`config.mk`:
```
export PLATFORM = sky130hd
export DESIGN_NAME = reset_conditioner
export DESIGN_NICKNAME = d
export VERILOG_FILES = /design/src/rtl/reset_conditioner_pkg.sv /design/src/rtl/debounce.sv /design/src/rtl/reset_conditioner.sv
export SDC_FILE = /design/constraint.sdc
export NUM_CORES = 1
export LEC_CHECK = 0
export CAP_MARGIN = 20
export CORE_MARGIN = 5
export CORE_UTILIZATION = 30
export CTS_CLUSTER_DIAMETER = 50
export CTS_CLUSTER_SIZE = 40
export DETAILED_ROUTE_END_ITERATION = 8
export MAX_ROUTING_LAYER = met4
export PLACE_DENSITY = 0.51
export SYNTH_ARGS = -nofsm -noshare
export SYNTH_HDL_FRONTEND = slang
export SYNTH_HIERARCHICAL = 1
export SYNTH_SLANG_ARGS = --single-unit
export TNS_END_PERCENT = 50
```
`constraint.sdc`:
```
create_clock -name clk -period 4.3 [get_ports clk]
set_clock_uncertainty 0.1 [all_clocks]
set_input_delay 1.075 -clock clk [delete_from_list [all_inputs] [get_ports clk]]
set_output_delay 1.075 -clock clk [all_outputs]
set_load 0.01 [all_outputs]
```
`src/rtl/reset_conditioner_pkg.sv`:
```
// Shared types and constants for the reset conditioner.
// Holds the FSM state encoding and the width of the button reset counter.
package reset_conditioner_pkg;

   localparam int RESET_COUNT_W = 8;

   typedef enum logic [1:0] {
      ST_POR,
      ST_RUN,
      ST_HELD,
      ST_STRETCH
   } rc_state_t;

endpackage

```
`src/rtl/debounce.sv`:
```
// Two-flop synchronizer and debouncer for the active-low board reset button.
// deb_level is the accepted level one cycle ahead of the registered btn_pressed.
module debounce #(
   parameter int DEBOUNCE_CYCLES = 4096,
   parameter int CNT_W           = 16
) (
   input  logic clk,
   input  logic reset_n,
   input  logic btn_n,
   output logic deb_level,
   output logic btn_pressed
);

   localparam logic [CNT_W-1:0] STABLE_LAST = CNT_W'(DEBOUNCE_CYCLES - 1);

   logic             sync_p0;
   logic             sync_p1;
   logic [CNT_W-1:0] stable_cnt;
   logic             differs;

   function automatic logic [CNT_W-1:0] sat_inc(input logic [CNT_W-1:0] v);
      return (v == {CNT_W{1'b1}}) ? v : v + CNT_W'(1);
   endfunction

   // Synchronizer stage: both flops idle at the released level
   always_ff @(posedge clk or negedge reset_n) begin
      if (!reset_n) begin
         sync_p0 <= 1'b1;
         sync_p1 <= 1'b1;
      end else begin
         sync_p0 <= btn_n;
         sync_p1 <= sync_p0;
      end
   end

   assign differs = (~sync_p1) != deb_level;

   // Debounce stage: any cycle agreeing with the current level restarts the count
   always_ff @(posedge clk or negedge reset_n) begin
      if (!reset_n) begin
         stable_cnt  <= '0;
         deb_level   <= 1'b0;
         btn_pressed <= 1'b0;
      end else begin
         if (!differs) begin
            stable_cnt <= '0;
         end else if (stable_cnt >= STABLE_LAST) begin
            stable_cnt <= '0;
            deb_level  <= ~deb_level;
         end else begin
            stable_cnt <= sat_inc(stable_cnt);
         end
         btn_pressed <= deb_level;
      end
   end

endmodule

```
`src/rtl/reset_conditioner.sv`:
```
// Board reset conditioner: power-up hold, debounced button reset with release
// stretch, and a wrapping count of button-initiated resets.
module reset_conditioner
   import reset_conditioner_pkg::*;
#(
   parameter int POR_CYCLES      = 1024,
   parameter int DEBOUNCE_CYCLES = 4096,
   parameter int STRETCH_CYCLES  = 256,
   parameter int CNT_W           = 16
) (
   input  logic                     clk,
   input  logic                     reset_n,
   input  logic                     btn_n,
   output logic                     power_on_reset,
   output logic                     btn_pressed,
   output logic [RESET_COUNT_W-1:0] reset_count
);

   localparam longint CNT_MAX = (64'(1) << CNT_W) - 1;

   if (POR_CYCLES < 1 || longint'(POR_CYCLES) > CNT_MAX ||
       DEBOUNCE_CYCLES < 1 || longint'(DEBOUNCE_CYCLES) > CNT_MAX ||
       STRETCH_CYCLES < 1 || longint'(STRETCH_CYCLES) > CNT_MAX) begin : g_bad_params
      $fatal(1, "reset_conditioner: cycle parameters must lie in 1 .. 2**CNT_W-1");
   end

   localparam logic [CNT_W-1:0] POR_LAST     = CNT_W'(POR_CYCLES);
   localparam logic [CNT_W-1:0] STRETCH_LAST = CNT_W'(STRETCH_CYCLES - 1);

   rc_state_t        state;
   rc_state_t        next_state;
   logic [CNT_W-1:0] timer;
   logic             deb_level;
   logic             deb_rise;
   logic             count_inc;

   function automatic logic [CNT_W-1:0] sat_inc(input logic [CNT_W-1:0] v);
      return (v == {CNT_W{1'b1}}) ? v : v + CNT_W'(1);
   endfunction

   debounce #(
      .DEBOUNCE_CYCLES (DEBOUNCE_CYCLES),
      .CNT_W           (CNT_W)
   ) u_debounce (
      .clk         (clk),
      .reset_n     (reset_n),
      .btn_n       (btn_n),
      .deb_level   (deb_level),
      .btn_pressed (btn_pressed)
   );

   // deb_level is what btn_pressed becomes on this edge, so the FSM and
   // btn_pressed move together and a press landing on POR completion is caught.
   assign deb_rise = deb_level & ~btn_pressed;

   always_comb begin
      next_state = state;
      count_inc  = 1'b0;
      case (state)
         ST_POR: begin
            if (timer >= POR_LAST) next_state = deb_level ? ST_HELD : ST_RUN;
         end
         ST_RUN: begin
            if (deb_rise) begin
               next_state = ST_HELD;
               count_inc  = 1'b1;
            end
         end
         ST_HELD: begin
            if (!deb_level) next_state = ST_STRETCH;
         end
         ST_STRETCH: begin
            if (deb_level)                   next_state = ST_HELD;
            else if (timer >= STRETCH_LAST)  next_state = ST_RUN;
         end
         default: next_state = ST_POR;
      endcase
   end

   // State stage: the timer restarts on every state change
   always_ff @(posedge clk or negedge reset_n) begin
      if (!reset_n) begin
         state          <= ST_POR;
         timer          <= '0;
         power_on_reset <= 1'b1;
         reset_count    <= '0;
      end else begin
         state          <= next_state;
         timer          <= (next_state != state) ? '0 : sat_inc(timer);
         power_on_reset <= (next_state != ST_RUN);
         if (count_inc) reset_count <= reset_count + RESET_COUNT_W'(1);
      end
   end

endmodule

```
Word level (Yosys, flattened, before mapping)
Index checks and enable logic that the tools add are counted.
{"block": "totals", "regBits": 47, "word_cells": 45}
{"block": "op_classes", "magnitude_cmp": 3, "add_sub_neg": 3, "n_mux": 14, "bitwise_logic": 4, "eq_ne": 10, "reduce_logical": 2}
{"operator": "2-to-1 mux 16 bit", "count": 5}
{"operator": "adder 16 x 1 -> 16 bit, second input constant", "count": 2}
{"operator": "equality test 16 bit, second input constant", "count": 2}
{"operator": ">= comparator 16 x 11 -> 1 bit, second input constant", "count": 1}
{"operator": ">= comparator 16 x 12 -> 1 bit, second input constant", "count": 1}
{"operator": ">= comparator 16 x 8 -> 1 bit, second input constant", "count": 1}
{"operator": "2-to-1 mux 2 bit", "count": 6}
{"operator": "adder 8 x 1 -> 8 bit, second input constant", "count": 1}
{"operator": "one-hot mux 2 bit (4 select lines)", "count": 1}
{"operator": "equality test 2 bit, second input constant", "count": 2}
{"operator": "inequality test 3 bit, second input constant", "count": 1}
{"operator": "inverter 1 bit", "count": 3}
{"operator": "equality test 2 x 1 -> 1 bit, second input constant", "count": 1}
{"operator": "logical NOT 2 bit", "count": 1}
{"operator": "2-to-1 mux 1 bit", "count": 2}
{"operator": "inequality test 2 x 1 -> 1 bit, second input constant", "count": 1}
{"operator": "inequality test 2 bit", "count": 1}
{"operator": "inequality test 2 bit, second input constant", "count": 1}
{"operator": "AND reduction 2 bit", "count": 1}
{"operator": "bitwise AND 1 bit", "count": 1}
{"operator": "inequality test 1 bit", "count": 1}

Logic depth before layout (Yosys ltp)
Gate-level depths: netlist of the first run.
{"block": "depth", "depth_word": 6, "mapped_depth": 7, "ltp_nobuf": 6}

Cells and area by module
The synthesis of the first run kept the hierarchy.
{"module": "reset_conditioner", "area_each_um2": 1448.9, "seq_area_each_um2": 676.9, "cells_per_inst": 147, "n_inst": 1}
{"module": "debounce", "area_each_um2": 909.6, "seq_area_each_um2": 503.0, "cells_per_inst": 81, "n_inst": 1}

Least setup slack after synthesis of the first run
OpenSTA, ideal clock, no wires.
{"block": "synth_timing", "path_type": "register to register", "start": "reg timer[0]", "end": "reg timer[9]", "n_path_buf": 1, "path_stages_with_launch": 8, "slack_ns": 2.519, "arrival_time_ns": 1.562, "path_cell_list": "dfrtp_1 -> ha_1 -> and3_1 -> and4_1 -> clkbuf_1 -> nor4b_2 -> xnor2_1 -> nor2_2"}
{"block": "synth_between", "elab_chain_len": 6, "elab_cells_between_ends": 12, "cone_classes": "1 x add/sub; 2 x order compare; 3 x eq/ne; 6 x mux"}
{"item": "start, declared", "line": "reset_conditioner.sv:32", "source": "logic [CNT_W-1:0] timer;"}
{"item": "start signal, assigned", "line": "reset_conditioner.sv:89", "source": "timer <= (next_state != state) ? '0 : sat_inc(timer);"}
{"item": ">= comparator 16 x 8 -> 1 bit", "line": "reset_conditioner.sv:74", "source": "else if (timer >= STRETCH_LAST) next_state = ST_RUN;"}
{"item": "2-to-1 mux 2 bit", "line": "reset_conditioner.sv:74"}
{"item": "2-to-1 mux 2 bit", "line": "reset_conditioner.sv:73", "source": "if (deb_level) next_state = ST_HELD;"}
{"item": "one-hot mux 2 bit (4 select lines)", "line": "reset_conditioner.sv:59", "source": "case (state)"}
{"item": "inequality test 2 bit", "line": "reset_conditioner.sv:89"}
{"item": "inequality test 2 bit (no line) or 2-to-1 mux 16 bit (tied branches)"}
Several ways; a longest one is shown, not always the timed one. The select of a mux whose other input is x is not followed.
A chain may end at the register's enable or synchronous reset.

Worst setup path in the final report of the first run
{"block": "layout_timing", "start": "reg power_on_reset", "end": "out power_on_reset"}
{"item": "start, declared", "line": "reset_conditioner.sv:14", "source": "output logic power_on_reset,"}
{"item": "start signal, assigned", "line": "reset_conditioner.sv:90", "source": "power_on_reset <= (next_state != ST_RUN);"}
No word-level cell between the ends.

==> flow_metrics.tcl, run 1 <==
set metrics [dict create \
    worstSetupEndpointType "primary output" \
    start_util_pct 30.7 \
    first_iter_violations 54 \
    ys_seq_elements 47 \
    grt_pass1_wl_um 8010 \
    routed_via_density 4.92 \
    grt_pass1_vias 1719 \
    internal_power_uw 566 \
    clkPwrFrac_pct 36.3 \
    path_buf_inv 1 \
    instances_no_fill 348 \
    pwr_density_cell_nw_per_um2 275 \
    rsz0062_at_grt "false" \
    layout-drive-gt1-share_pct 12.2 \
    max_freq_mhz 397 \
    gp_congestion 0.774 \
    wl_met3_um 112 \
    yosysMostFrequentCell "dfrtp_1" \
    post_cts_resized 0 \
    power.leakage_uw 0.00111 \
    rows 32 \
    hpwl_um 3090 \
    die_h_um 98.7 \
    first_pass_iters 4 \
    synth_flop_cell "dfrtp_1" \
    yosysSeqAreaShare_pct 50.0 \
    clockBufferDepth 2 \
    hold_viol_final 0 \
    yosysWarnings 6 \
    drv_slew 0 \
    place_ws_ns 2.11 \
    design.die.area_um2 9730 \
    cts_sinks 47 \
    synth_edf_count 0 \
    postPlaceCellArea_um2 2580 \
    syn_area_per_cell_um2 10.3 \
    min_period_over_period_pct 58.6 \
    io_buffers 12 \
    hold_buffers 0 \
    grt.total_usage_pct 10.3 \
    ioPinCount 13 \
    post-cts-setup-buffer-count 0 \
    ant_nets 0 \
    postLayoutCellArea_um2 2690 \
    totalWireLength_um 4620 \
    swShare_pct 23.2 \
    grt_start_max_net_pins 48 \
    max-slew-margin-rel_pct 52.1 \
    vias 1713 \
    p_seq_share_pct 61.2 \
    ys_top_cells_by_area "dfrtp_1 (47%), nor2_1 (4.6%), xnor2_1 (4.1%)" \
    crit_chain "clkdlybuf4s50_1" \
    critPathArrivalTime_ns 1.34 \
    syn_inst 228 \
    clk_pin_slew_ns 0.09 \
    ir_drop_mv 0.134 \
    clk_latency_ns 0.30 \
    cpPeakStageDelay_ns 0.52 \
    met1_length_um 2410 \
    fin_ws_ns 1.78 \
    core_area_um2 7690 \
    criticalPathCategory "flip-flop to primary output" \
    nFillCells 804 \
    fin_nets 252 \
    cts_made_buffers 5 \
    status "finished clean" \
    p_switching_uw 171 \
    wl_per_cell_um 13.3 \
    crit_path_top_delay_cell "dfstp_2" \
    die_x_um 98.7 \
    async_reset_ff_share_pct 100 \
    worst_pin_slew_ns 0.716 \
    wl_met2_um 2000 \
    hold_class "flip-flop to flip-flop" \
    yosysTopAreaCell "dfrtp_1" \
    n_antenna_cell 0 \
    start_kind "flip-flop" \
    setup_viol 0 \
    cp.required_ns 3.12 \
    synth_common_cells "dfrtp_1 (44), nor2_1 (29), nand2_1 (17)" \
    fin_hold_ws_ns 0.261 \
    grt-ovfl-total 0 \
    dp.cells 339 \
    synthesis.area_um2 2360 \
    synth_top_cell_area_share_pct 46.7 \
    layout_min_cycle_time_ns 2.52 \
    cts_tree "yes" \
    tns_ns 0 \
    drc 0 \
    highest_layer "met4" \
    syn_to_final_growth_pct 13.8 \
    cap_violations 0 \
    cp_max_fo 1 \
    ys_types 48 \
    critPathTopFamily "flip-flops" \
    cts_root_buffer "clkbuf_8" \
    h-tree-depth 2 \
    share_comb_of_total_power_pct 2.6 \
    antenna_found_initial 0 \
]
[sequential cells by signal, summed over array words and instances (netlist names)]
signal,cells
u_debounce/stable_cnt,16
u_debounce/btn_pressed,1
u_debounce/sync_p0,1
power_on_reset,1
timer,16
u_debounce/deb_level,1
u_debounce/sync_p1,1
state,2
reset_count,8
[power groups by stage]
| stage | Clock, uW | Combinational [uW] | Sequential [uW] |
|---|---|---|---|
| floorplan | 0 | 4.77 | 459 |
| global placement | 0 | 17.6 | 460 |
| detailed placement | 0 | 17.6 | 460 |
| CTS | 282 | 17.7 | 451 |
| global route | 299 | 22.5 | 452 |
| finish | 268 | 18.8 | 451 |
[final cells by class]
class	count	area (um^2)	share of cell area [%]
flip-flops and latches	47	1180	43.9
clock buffers	5	68.8	2.56
well taps	102	128	4.75
clock inverters	3	20.0	0.746
inverters	5	18.8	0.699
multi-input cells	173	1130	42.3
repair buffers	13	135	5.03
[layer usage]
| metal | global-route usage (%) | vias up |
|---|---|---|
| li1 | - | 864 |
| met1 | 14.0 | 817 |
| met2 | 15.0 | 23 |
| met3 | 2.26 | 9 |
| met4 | 3.99 | 0 |
| met5 | - | - |
[final timing paths]
kind                               startpoint  depth (start not counted)            endpoint  slack (ns)
setup / recovery               power_on_reset                          1      power_on_reset        1.78
hold / removal             u_debounce/sync_p0                          0  u_debounce/sync_p1        0.26
setup reg to reg                    timer[15]                          5            timer[5]        2.13
hold reg to reg            u_debounce/sync_p0                          0  u_debounce/sync_p1        0.26
max in group asynchronous             reset_n                          2  u_debounce/sync_p0        3.03
min in group asynchronous             reset_n                          1            state[1]        0.52
[through the flow]
step	total power, uW	utilization, %
detailed placement	478	33.5
floorplan	464	-
finish	738	34.9
CTS	751	34.7
global placement	478	33.5
global route	773	34.9
[worst register-to-register path, delay by kind of cell (launching register included)]
family          cells  cell delay [ns]
simple gates        3             0.77
compound gates      2             0.73
flops               1             0.49
[cells in the final DEF, fill, tap and decap left out, drive strengths merged, types with 4 or more instances in the layout]
cell,n
and4,7
nand2,18
mux2i,4
nand4,10
inv,5
xnor2,11
nor2,30
nand3,11
xor2,6
nor3,8
a211oi,7
ha,4
conb,4
clkdlybuf4s50,11
a31oi,5
dfrtp,44
o21ai,4
a21oi,15
clkbuf,5
and3,6
[logic make-up after synthesis]
kind of cell,after synthesis,synth area share (%)
XOR/XNOR,17,6.31
other,1,0.159
AND/OR/NAND/NOR,103,25.5
AO/OA/AOI/OAI,40,11.4
multiplexers,5,2.18
flip-flops,47,50.0
adder cells (fa/ha/maj),4,2.12
buffers and inverters,11,2.33
(Power assumes the default switching activity.)
==> run 2: changes to the inputs <==
clock period = 2.35 ns   (was 4.3 ns; I/O delays follow)
==> run 2 against run 1 <==
Wire length decreased by 2.9%; via count rose by 0.23%; clock-buffer cell count unchanged.
==> flow_metrics.tcl, run 2 (same netlist as run 1, synthesis figures left out) <==
set metrics [dict create \
    rows 32 \
    cts_sinks 47 \
    grt_start_max_net_pins 24 \
    post-cts-setup-buffer-count 0 \
    r2r-end "timer[4]" \
    setup_viol 0 \
    nFillCells 787 \
    h-tree-depth 2 \
    start_util_pct 30.7 \
    drc 0 \
    place_ws_ns 0.226 \
    fin_nets 253 \
    top_regs "timer x16, u_debounce/stable_cnt x16, reset_count x8" \
    vias 1717 \
    reg2reg_depth 5 \
    io_buffers 12 \
    first_pass_iters 4 \
    grt_pass1_wl_um 8030 \
    hpwl_um 3180 \
    ioPinCount 13 \
    clk_pin_slew_ns 0.09 \
    totalWireLength_um 4480 \
    die_h_um 98.7 \
    cp_max_fo 16 \
    p_seq_share_pct 61.9 \
    worstSetupEndpointType "flip-flop" \
    cp.required_ns 2.45 \
    ant_nets 0 \
    layout_min_cycle_time_ns 2.14 \
    cts_made_buffers 5 \
    grt-ovfl-total 0 \
    hold_buffers 0 \
    min_period_over_period_pct 91.2 \
    cts_root_buffer "clkbuf_8" \
    power.leakage_uw 0.00112 \
    post_cts_resized 0 \
    clkPwrFrac_pct 35.5 \
    grt_pass1_vias 1673 \
    hold_class "input port to asynchronous set/reset pin" \
    clk_latency_ns 0.30 \
    status "finished clean" \
    syn_to_final_growth_pct 14.0 \
    tns_ns 0 \
    wl_per_cell_um 12.8 \
    hold_viol_final 0 \
    design.die.area_um2 9730 \
    grt.total_usage_pct 10.3 \
    gp_congestion 0.796 \
    antenna_found_initial 0 \
    p_switching_uw 301 \
    core_area_um2 7690 \
    critPathArrivalTime_ns 2.24 \
    layout_commonest_cell "dfrtp_1" \
    ir_drop_mv 0.308 \
    criticalPathCategory "flip-flop to flip-flop" \
    drv_slew 0 \
    swShare_pct 22.5 \
    max-slew-margin-rel_pct 47.3 \
    layout-drive-gt1-share_pct 12.6 \
    rsz0062_at_grt "false" \
    die_x_um 98.7 \
    reg2reg_from "timer[15]" \
    cts_tree "yes" \
    internal_power_uw 1030 \
    max_freq_mhz 467 \
    first_iter_violations 82 \
    routed_via_density 4.92 \
    clockBufferDepth 2 \
    r2r_slack_ns 0.21 \
    start_kind "flip-flop" \
    worst_pin_slew_ns 0.788 \
    cap_violations 0 \
    fin_ws_ns 0.207 \
    layout_common_cells "dfrtp_1 (44), nor2_1 (29), nand2_1 (17)" \
    share_comb_of_total_power_pct 2.6 \
    n_antenna_cell 0 \
    pwr_density_cell_nw_per_um2 497 \
]
run 2: critical path, stage by stage, from the launching register on:
cell and delay (ns):
dfrtp_1 0.47, nor4_4 0.31, nand2_2 0.12, o41ai_2 0.34, o211ai_2 0.41, a211oi_1 0.30
run 2: power by group through the flow:
stage | logic [uW] | registers (uW) | clock network (uW)
3_5_place_dp | 37.0 | 842 | 0
5_1_grt | 41.2 | 828 | 539
4_1_cts | 37.0 | 826 | 501
2_1_floorplan | 8.73 | 840 | 0
6_report | 34.9 | 826 | 474
3_3_place_gp | 37.1 | 842 | 0
run 2: worst max-delay path by stage:
stage | startpoint | to | slack (ns) | cells past startpoint
CTS | timer[15] | timer[4] | 0.21 | 5
global route | timer[15] | timer[3] | 0.03 | 5
detailed placement | timer[15] | timer[10] | 0.23 | 5
finish | timer[15] | timer[4] | 0.21 | 5
global placement | timer[15] | timer[3] | 0.33 | 5
floorplan | timer[0] | timer[9] | 0.57 | 7
run 2: stage by stage:
stage | area [um^2] | total power, uW | std cells | hold slack, ns | util, %
after global routing | 2690 | 1410 | 349 | 0.182 | 35.0
after detailed placement | 2600 | 879 | 341 | 0.248 | 33.9
after global placement | 2600 | 879 | 341 | 0.246 | 33.9
final | 2690 | 1330 | 349 | 0.158 | 35.0
after floorplan | 2370 | 849 | 231 | 0.192 | -
after CTS | 2690 | 1360 | 349 | 0.169 | 35.0
run 2: routing by layer:
| metal | wire length, um | share of wire (%) | global-route usage [%] | vias up |
|---|---|---|---|---|
| li1 | - | - | - | 859 |
| met4 | 69 | 1.5 | 3.78 | 0 |
| met2 | 2030 | 45 | 15.4 | 18 |
| met1 | 2300 | 51 | 13.7 | 834 |
| met3 | 80 | 1.8 | 2.12 | 6 |
| met5 | 0 | 0 | - | - |
run 2: area by class of cell:
cell class / instances / area (um^2) / share of cell area (%)
multi-input cells: 173 / 1130 / 42.2
clock inverters: 3 / 15.0 / 0.559
repair buffers: 14 / 143 / 5.31
well taps: 102 / 128 / 4.75
inverters: 5 / 18.8 / 0.698
clock buffers: 5 / 68.8 / 2.56
flip-flops and latches: 47 / 1180 / 43.9
